### config.mk
export PLATFORM = sky130hd
export DESIGN_NAME = mult32x32_req_ctrl_flat
export DESIGN_NICKNAME = d
export VERILOG_FILES = /design/src/rtl/mult32x32_req_ctrl_if.sv /design/src/rtl/mult32x32_req_ctrl.sv /design/src/flat_wrapper.sv
export SDC_FILE = /design/constraint.sdc
export NUM_CORES = 1
export LEC_CHECK = 0
export CAP_MARGIN = 25
export CORE_MARGIN = 2
export CORE_UTILIZATION = 40
export CTS_CLUSTER_SIZE = 14
export DETAILED_ROUTE_END_ITERATION = 8
export PLACE_DENSITY_LB_ADDON = 0.12
export SLEW_MARGIN = 20
export SYNTH_ARGS = -nofsm -noshare
export SYNTH_HDL_FRONTEND = slang
export SYNTH_SLANG_ARGS = --single-unit
### constraint.sdc
create_clock -name i_clk -period 1.9 [get_ports i_clk]
set_input_delay 0.38 -clock i_clk [delete_from_list [all_inputs] [get_ports i_clk]]
set_output_delay 0.38 -clock i_clk [all_outputs]
set_load 0.05 [all_outputs]
### src/rtl/mult32x32_req_ctrl_if.sv
// Request and result handshake bundle between a requester and mult32x32_req_ctrl.
// The requester owns the master side and the controller owns the slave side.
interface mult32x32_req_ctrl_if #(
   parameter int TAG_W = 4
);
   logic             in_valid;
   logic             in_ready;
   logic [31:0]      in_a;
   logic [31:0]      in_b;
   logic [TAG_W-1:0] in_tag;
   logic             out_valid;
   logic             out_ready;
   logic [63:0]      out_product;
   logic [TAG_W-1:0] out_tag;

   modport master (
      output in_valid, in_a, in_b, in_tag, out_ready,
      input  in_ready, out_valid, out_product, out_tag
   );

   modport slave (
      input  in_valid, in_a, in_b, in_tag, out_ready,
      output in_ready, out_valid, out_product, out_tag
   );
endinterface

### src/rtl/mult32x32_req_ctrl.sv
// Front end for the 32x32 multiplier: holds operands, issues start, watches the busy
// window and registers the product behind its own valid/ready slot.
module mult32x32_req_ctrl #(
   parameter int TAG_W       = 4,
   parameter int BUSY_CYCLES = 8,
   parameter int TIMEOUT     = 4
) (
   input  logic                  i_clk,
   input  logic                  i_reset,
   mult32x32_req_ctrl_if.slave   bus,
   output logic [31:0]           o_mult_a,
   output logic [31:0]           o_mult_b,
   output logic                  o_mult_start,
   input  logic                  i_mult_busy,
   input  logic [63:0]           i_mult_product,
   output logic                  o_err_timeout,
   output logic                  o_err_len
);
   typedef enum logic [2:0] {S_IDLE, S_LAUNCH, S_WAIT, S_RUN, S_STALL} state_t;

   localparam logic [7:0] TO_C  = 8'(TIMEOUT);
   localparam logic [7:0] LEN_C = 8'(BUSY_CYCLES);

   state_t           r_state, w_state_nxt;
   logic [7:0]       r_cnt, w_cnt_nxt;
   logic [31:0]      r_a, r_b;
   logic [TAG_W-1:0] r_tag;
   logic             r_out_valid;
   logic [63:0]      r_out_product;
   logic [TAG_W-1:0] r_out_tag;
   logic             r_err_to, r_err_len;

   logic w_accept, w_capture, w_set_to, w_set_len, w_slot_free;

   assign w_slot_free = !r_out_valid || bus.out_ready;

   always_comb begin
      w_state_nxt = r_state;
      w_cnt_nxt   = r_cnt;
      w_accept    = 1'b0;
      w_capture   = 1'b0;
      w_set_to    = 1'b0;
      w_set_len   = 1'b0;
      case (r_state)
         S_IDLE: begin
            if (bus.in_valid) begin
               w_accept    = 1'b1;
               w_state_nxt = S_LAUNCH;
            end
         end
         S_LAUNCH: begin
            w_cnt_nxt   = 8'd0;
            w_state_nxt = S_WAIT;
         end
         S_WAIT: begin
            if (i_mult_busy) begin
               w_cnt_nxt   = 8'd1;
               w_state_nxt = S_RUN;
            end else begin
               w_cnt_nxt = r_cnt + 8'd1;
               if (r_cnt + 8'd1 == TO_C) begin
                  w_set_to    = 1'b1;
                  w_state_nxt = S_IDLE;
               end
            end
         end
         S_RUN: begin
            if (i_mult_busy) begin
               w_cnt_nxt = (r_cnt == 8'hFF) ? r_cnt : r_cnt + 8'd1;
            end else begin
               w_set_len = (r_cnt != LEN_C);
               if (w_slot_free) begin
                  w_capture   = 1'b1;
                  w_state_nxt = S_IDLE;
               end else begin
                  w_state_nxt = S_STALL;
               end
            end
         end
         S_STALL: begin
            // Multiplier is idle here, so its product register is still valid.
            if (w_slot_free) begin
               w_capture   = 1'b1;
               w_state_nxt = S_IDLE;
            end
         end
         default: w_state_nxt = S_IDLE;
      endcase
   end

   always_ff @(posedge i_clk) begin
      if (i_reset) begin
         r_state       <= S_IDLE;
         r_cnt         <= 8'd0;
         r_a           <= 32'd0;
         r_b           <= 32'd0;
         r_tag         <= '0;
         r_out_valid   <= 1'b0;
         r_out_product <= 64'd0;
         r_out_tag     <= '0;
         r_err_to      <= 1'b0;
         r_err_len     <= 1'b0;
      end else begin
         r_state <= w_state_nxt;
         r_cnt   <= w_cnt_nxt;
         if (w_accept) begin
            r_a   <= bus.in_a;
            r_b   <= bus.in_b;
            r_tag <= bus.in_tag;
         end
         if (w_set_to)  r_err_to  <= 1'b1;
         if (w_set_len) r_err_len <= 1'b1;
         if (w_capture) begin
            r_out_valid   <= 1'b1;
            r_out_product <= i_mult_product;
            r_out_tag     <= r_tag;
         end else if (bus.out_ready) begin
            r_out_valid <= 1'b0;
         end
      end
   end

   assign bus.in_ready    = (r_state == S_IDLE);
   assign bus.out_valid   = r_out_valid;
   assign bus.out_product = r_out_product;
   assign bus.out_tag     = r_out_tag;
   assign o_mult_a        = r_a;
   assign o_mult_b        = r_b;
   assign o_mult_start    = (r_state == S_LAUNCH);
   assign o_err_timeout   = r_err_to;
   assign o_err_len       = r_err_len;
endmodule

### src/flat_wrapper.sv
// flat-port wrapper written by rule: the top's interface ports become plain ports
module mult32x32_req_ctrl_flat 
#(
   parameter int TAG_W       = 4,
   parameter int BUSY_CYCLES = 8,
   parameter int TIMEOUT     = 4
)
  (i_clk, i_reset, o_mult_a, o_mult_b, o_mult_start, i_mult_busy, i_mult_product, o_err_timeout, o_err_len, bus_in_valid, bus_in_a, bus_in_b, bus_in_tag, bus_out_ready, bus_in_ready, bus_out_valid, bus_out_product, bus_out_tag);
  mult32x32_req_ctrl_if #(.TAG_W(TAG_W)) bus_i ();
  input  logic i_clk;
  input  logic i_reset;
  output logic [31:0] o_mult_a;
  output logic [31:0] o_mult_b;
  output logic o_mult_start;
  input  logic i_mult_busy;
  input  logic [63:0] i_mult_product;
  output logic o_err_timeout;
  output logic o_err_len;
  input wire logic [$bits(bus_i.in_valid)-1:0] bus_in_valid;
  input wire logic [$bits(bus_i.in_a)-1:0] bus_in_a;
  input wire logic [$bits(bus_i.in_b)-1:0] bus_in_b;
  input wire logic [$bits(bus_i.in_tag)-1:0] bus_in_tag;
  input wire logic [$bits(bus_i.out_ready)-1:0] bus_out_ready;
  output wire logic [$bits(bus_i.in_ready)-1:0] bus_in_ready;
  output wire logic [$bits(bus_i.out_valid)-1:0] bus_out_valid;
  output wire logic [$bits(bus_i.out_product)-1:0] bus_out_product;
  output wire logic [$bits(bus_i.out_tag)-1:0] bus_out_tag;
  assign bus_i.in_valid = bus_in_valid;
  assign bus_i.in_a = bus_in_a;
  assign bus_i.in_b = bus_in_b;
  assign bus_i.in_tag = bus_in_tag;
  assign bus_i.out_ready = bus_out_ready;
  assign bus_in_ready = bus_i.in_ready;
  assign bus_out_valid = bus_i.out_valid;
  assign bus_out_product = bus_i.out_product;
  assign bus_out_tag = bus_i.out_tag;
  mult32x32_req_ctrl #(.TAG_W(TAG_W), .BUSY_CYCLES(BUSY_CYCLES), .TIMEOUT(TIMEOUT)) u_core (.i_clk(i_clk), .i_reset(i_reset), .bus(bus_i), .o_mult_a(o_mult_a), .o_mult_b(o_mult_b), .o_mult_start(o_mult_start), .i_mult_busy(i_mult_busy), .i_mult_product(i_mult_product), .o_err_timeout(o_err_timeout), .o_err_len(o_err_len));
endmodule
==> flow_summary_export.csv <==
group,metric,value,unit
outcome,status,"completed",
die,core,0.0133,sq mm
routing,dr.pass1.iters,4,
routing,wirelength,16700,microns
die,fp.dieW,121,microns
routing,drtIter0Drc,358,
clock_network,clock_latency,0.41,ns
global_routing,grt_pass1_wl,26100,microns
synthesis,synth_edf_count,0,
routing,ant_nets,0,
sta,fin_crit,1.77,ns
sta,finalClockSkew,0.00408,ns
layout,antennaDiodeCount,0,
global_routing,grt_max_degree,59,
die,die_y,121,microns
sta,slew_violations,0,
layout,final_layout_size_suffix_gt1_share,10.2,%
die,start_util,41.3,%
clock_network,clk_path_buf_depth,2,
die,rows,42,
power,power_leakage,3.71,nW
synthesis,synth_seq_cells,150,
clock_network,cts_tree,"yes",
run,maxCapViolCount,0,
clock_network,postCtsSetupRepairBufs,0,
clock_network,h-tree-depth,4,
layout,final_cell_area,0.00888,sq mm
power,ir_drop,0.561,mV
global_routing,track_usage,22.5,%
clock_network,clock_sinks,150,
layout,layout_commonest_cell,"nand2_1",
synthesis,async_flop_share,0,%
worst_setup_path,endpoint_kind,"flip-flop",
worst_setup_path,worst-setup-path-type,"flip-flop to flip-flop",
layout,layout.nets,1092,
synthesis,synth_cell_type_count,42,
power,powerDensity,932,mW/mm^2
placement,place_area,0.00836,sq mm
sta,worst_pin_slew,0.530,ns
layout,synthToLayoutAreaGrowth,60.9,%
hold_path,hp-class,"primary input to flip-flop",
clock_network,root_buffer,"clkbuf_16",
worst_setup_path,worstPathArrival,2.12,ns
routing,wl_per_cell,14.7,microns
sta,hold_ws,0.250,ns
worst_setup_path,cp-start-kind,"flip-flop",
layout,final_cell_mix,"nand2_1, dfxtp_1, a21oi_1, clkdlybuf4s50_1, dlygate4sd2_1",
sta,setup_ws,0.132,ns
synthesis,synth_ff_type,"dfxtp_1",
sta,finalSetupViolations,0,
placement,gp_congestion,0.881,
synthesis,syn_avg_cell_area,7.96,sq um
layout,layout.cells.non_filler,1141,
clock_network,cts_buffers,17,
placement,port_buffers,273,
clock_network,clkTransAtPathRegs,0.06,ns
routing,remaining_drc_errors,0,
worst_setup_path,cp.required,2.25,ns
sta,rsz0062_at_grt,"no",
synthesis,synthCells,693,
synthesis,yosys_warnings,0,
sta,relSlewSlack,64.8,%
die,pin_count,274,
synthesis,yosysSeqAreaShare,54.4,%
sta,finalHoldViolations,0,
routing,vias,5627,
sta,finalCritPeriodShare,93.1,%
synthesis,syn_nets,832,
placement,dp_hpwl,12100,microns
die,dieArea,0.0148,sq mm
placement,place_ws,-0.0652,ns
global_routing,antenna_found_initial,0,
synthesis,synth.cell_area,0.00552,sq mm
worst_setup_path,path_max_fanout,11,
global_routing,first_global_vias,5325,
routing,vias_per_cell,4.93,
global_routing,grt.overflow.total,0,
sta,fmax,565,MHz
placement,dpl.cell_count,1110,
layout,utilization,66.5,%
worst_setup_path,rrSetupSlack,0.13,ns
## sequential cells by signal (all words and copies together) (netlist names)
| register | flops |
|---|---|
| u_core.o_err_len | 1 |
| u_core.o_err_timeout | 1 |
| u_core.r_tag | 4 |
| u_core.r_state | 3 |
| u_core.r_cnt | 8 |
| u_core.bus.out_tag | 4 |
| u_core.o_mult_b | 32 |
| u_core.bus.out_product | 64 |
| u_core.bus.out_valid | 1 |
| u_core.o_mult_a | 32 |
## layer usage
metal  vias to the layer above  wire length, microns  GRT usage [%]  part of all wire [%]
li1                       2793                     -              -                     -
met1                      2571                  6550           24.8                    39
met2                       243                  7930           37.9                    47
met3                        20                  1930           10.1                    12
met4                         0                   333           8.69                   2.0
met5                         -                     0              0                     0
## Yosys cell counts, drive strengths merged, types with 2 or more instances
| cell | number | area (sq um) |
|---|---|---|
| a32o | 5 | 50.1 |
| nand2b | 3 | 18.8 |
| nor3 | 8 | 45.0 |
| nor4 | 3 | 25.0 |
| ha | 2 | 25.0 |
| nand3 | 2 | 10.0 |
| o21ai | 8 | 43.8 |
| a21oi | 139 | 696 |
| nor3b | 2 | 25.0 |
| inv | 8 | 30.0 |
| nor2 | 7 | 26.3 |
| a31oi | 4 | 25.0 |
| clkbuf | 23 | 86.3 |
| o21a | 2 | 16.3 |
| and2 | 2 | 12.5 |
| dfxtp | 150 | 3000 |
| o2111ai | 2 | 17.5 |
| nand2 | 279 | 1050 |
| buf | 26 | 165 |
| o211ai | 4 | 30.0 |
## final timing paths
path | cells past startpoint | endpoint | start
worst max-delay path | 4 | u_core.r_cnt[3] | u_core.r_state[1]
worst min-delay path | 2 | u_core.o_err_len | i_reset
worst max register to register | 4 | u_core.r_cnt[3] | u_core.r_state[1]
worst min register to register | 2 | u_core.o_mult_a[2] | u_core.o_mult_a[2]
## where the power goes
group | switching, mW | internal, mW
sequential | 0.0740 | 3.27
combinational | 0.805 | 0.533
clock | 1.28 | 2.32
total | 2.15 | 6.12
## through the flow
stage	setup TNS (ns)	total power, mW
finish	0	8.28
global route	0	8.61
CTS	0	8.35
detailed placement	-0.577	4.81
global placement	0	4.79
floorplan	-3.11	4.18
## final cells by class
cell class                      count  area [sq um]
Clock inverter                     13           206
Sequential cell                   150          3000
Tap cell                          176           220
Clock buffer                       18           429
Fill cell                        1153          4470
Inverter                            8          30.0
Multi-Input combinational cell    486          2250
Timing Repair Buffer              290          2740
## worst max-delay path, cell delays in order (launching register included)
cell     delay [ns]
dfxtp_1        0.57
and2b_1        0.33
and2_1         0.22
nor3b_2        0.39
a32o_1         0.20
## cell families after synthesis
| group | share of synthesized area [%] |
|---|---|
| adder cells (fa/ha/maj) | 0.453 |
| buffers and inverters | 5.10 |
| AO/OA/AOI/OAI | 17.2 |
| AND/OR/NAND/NOR | 22.9 |
| flip-flops | 54.4 |
## repair_timing
action                                  4_1_cts  5_1_grt
hold buffers                                  0        0
resized for setup                           102        0
endpoints found under the setup margin      101        0
Note: power is estimated with default switching activity, not from simulation.
==> RTL change: new RTL, config.mk and constraints unchanged <==
`TAG_W` is set to 4 in 3 places; all go to 5.
--- a/src/rtl/mult32x32_req_ctrl_if.sv
+++ b/src/rtl/mult32x32_req_ctrl_if.sv
@@ -3,3 +3,3 @@
 interface mult32x32_req_ctrl_if #(
-   parameter int TAG_W = 4
+   parameter int TAG_W = 5
 );
--- a/src/rtl/mult32x32_req_ctrl.sv
+++ b/src/rtl/mult32x32_req_ctrl.sv
@@ -3,3 +3,3 @@
 module mult32x32_req_ctrl #(
-   parameter int TAG_W       = 4,
+   parameter int TAG_W       = 5,
    parameter int BUSY_CYCLES = 8,
--- a/src/flat_wrapper.sv
+++ b/src/flat_wrapper.sv
@@ -3,3 +3,3 @@
 #(
-   parameter int TAG_W       = 4,
+   parameter int TAG_W       = 5,
    parameter int BUSY_CYCLES = 8,
Interface: changed (resized bus_in_tag and bus_out_tag); port bits go from 274 to 276. No check against the original RTL was run, so the function may have changed too.
==> RTL change against the unedited design <==
  * Register-to-register slack improved by 0.04 ns
  * Sequential cell count rose by 2
  * Largest power group is now sequential cells
  * Critical path depth fell by 1
  * Core utilization fell by 1.6 points
  * Synthesized area rose by 1.2%
  * Routed wire length fell by 1.2%
  * Worst setup slack got worse by 0.013 ns
  * Sequential power rose by 1%
  * Sequential share of layout area rose by 0.23 points
  * Design area rose by 0.69%
  * Critical path type is now flop to output pin
  * Total power fell by 4.2%
  * Clock power fell by 11%
==> RTL change: results (changes against the unedited design) <==
| Metric | Value |
|---|---|
| Adder-cell share of the synthesized area | `0.448% (was 0.453%)` |
| Slew HR | `65.3% (was 64.8%)` |
| Drt wl/cell | `14.2 µm (was 14.7 µm)` |
| CP Launch Point | `u_core.r_state[0] (was u_core.r_state[1])` |
| Worst reg2reg setup slack | `0.17 ns (was 0.13 ns)` |
| Worst Skew | `0.00501 ns (was 0.00408 ns)` |
| Drt first pass iters | `5 (was 4)` |
| Synthesized Nets | `842 (was 832)` |
| Crit path max fanout | `12 (was 11)` |
| Clock power share | `40.1% (was 43.4%)` |
| GP Congestion | `0.816 (was 0.881)` |
| Fillers | `1241 (was 1153)` |
| Vias per inst | `4.82 (was 4.93)` |
| Sequential fraction of the synthesis area | `54.5% (was 54.4%)` |
| Pin count of the biggest net entering global routing | `65 (was 59)` |
| Reg2reg path depth | `5 (was 4)` |
| Met3 Use GR | `9.22% (was 10.1%)` |
| Initial drt markers | `314 (was 358)` |
| Most instantiated cells after synthesis | `282 x nand2_1, 152 x dfxtp_1, 141 x a21oi_1 (was 278 x nand2_1, 150 x dfxtp_1, 139 x a21oi_1)` |
| Family with the most delay on the worst path | `flip-flops (was simple AND/OR/NAND/NOR gates)` |
| Post_cts resized | `80 (was 102)` |
| Post-synthesis compound-gate area fraction | `17.1% (was 17.2%)` |
| Share of cells above drive strength 1 | `12.7% (was 10.2%)` |
| Leak | `3.71 nW (about the same)` |
| Worst Hold End | `u_core.o_err_timeout (was u_core.o_err_len)` |
| Reg2reg end | `u_core.bus.out_product[54] (was u_core.r_cnt[3])` |
| Global-route met1 utilization | `25.5% (was 24.8%)` |
| CP endpoint | `o_mult_start (was u_core.r_cnt[3])` |
| Post-synth cell types | `41 (was 42)` |
| IO Port Bufs | `275 (was 273)` |
| Internal power | `5.81 mW (was 6.12 mW)` |
| Nets | `1110 (was 1092)` |
| Total GRT Usage | `22.1% (was 22.5%)` |
| Outcome | `finished clean (unchanged)` |
[RTL change: area by class of cell]
class                   count  share of cell area (%)
flip-flops and latches    152                    34.1
repair buffers            299                    31.4
multi-input cells         492                    25.4
clock buffers              24                    5.50
well taps                 180                    2.52
clock inverters             7                   0.770
inverters                   8                   0.336
[RTL change: cell families after synthesis]
kind of cell	Yosys count
AOI/OAI and AO/OA	174
and+or+nand+nor	316
DFF	152
buffers and inverters	58
adders and majority gates	2
[RTL change: through the flow]
| stage | hold slack [ns] | area [µm²] | setup WS [ns] | total power, mW | cells |
|---|---|---|---|---|---|
| floorplan | 0.432 | 5590 | -0.159 | 4.22 | 702 |
| global placement | 0.434 | 8470 | -0.0129 | 4.87 | 1131 |
| detailed placement | 0.443 | 8470 | -0.0650 | 4.87 | 1131 |
| CTS | 0.347 | 8940 | 0.00490 | 8.02 | 1162 |
| global route | 0.360 | 8940 | 0.0232 | 8.27 | 1162 |
| finish | 0.361 | 8940 | 0.119 | 7.93 | 1162 |
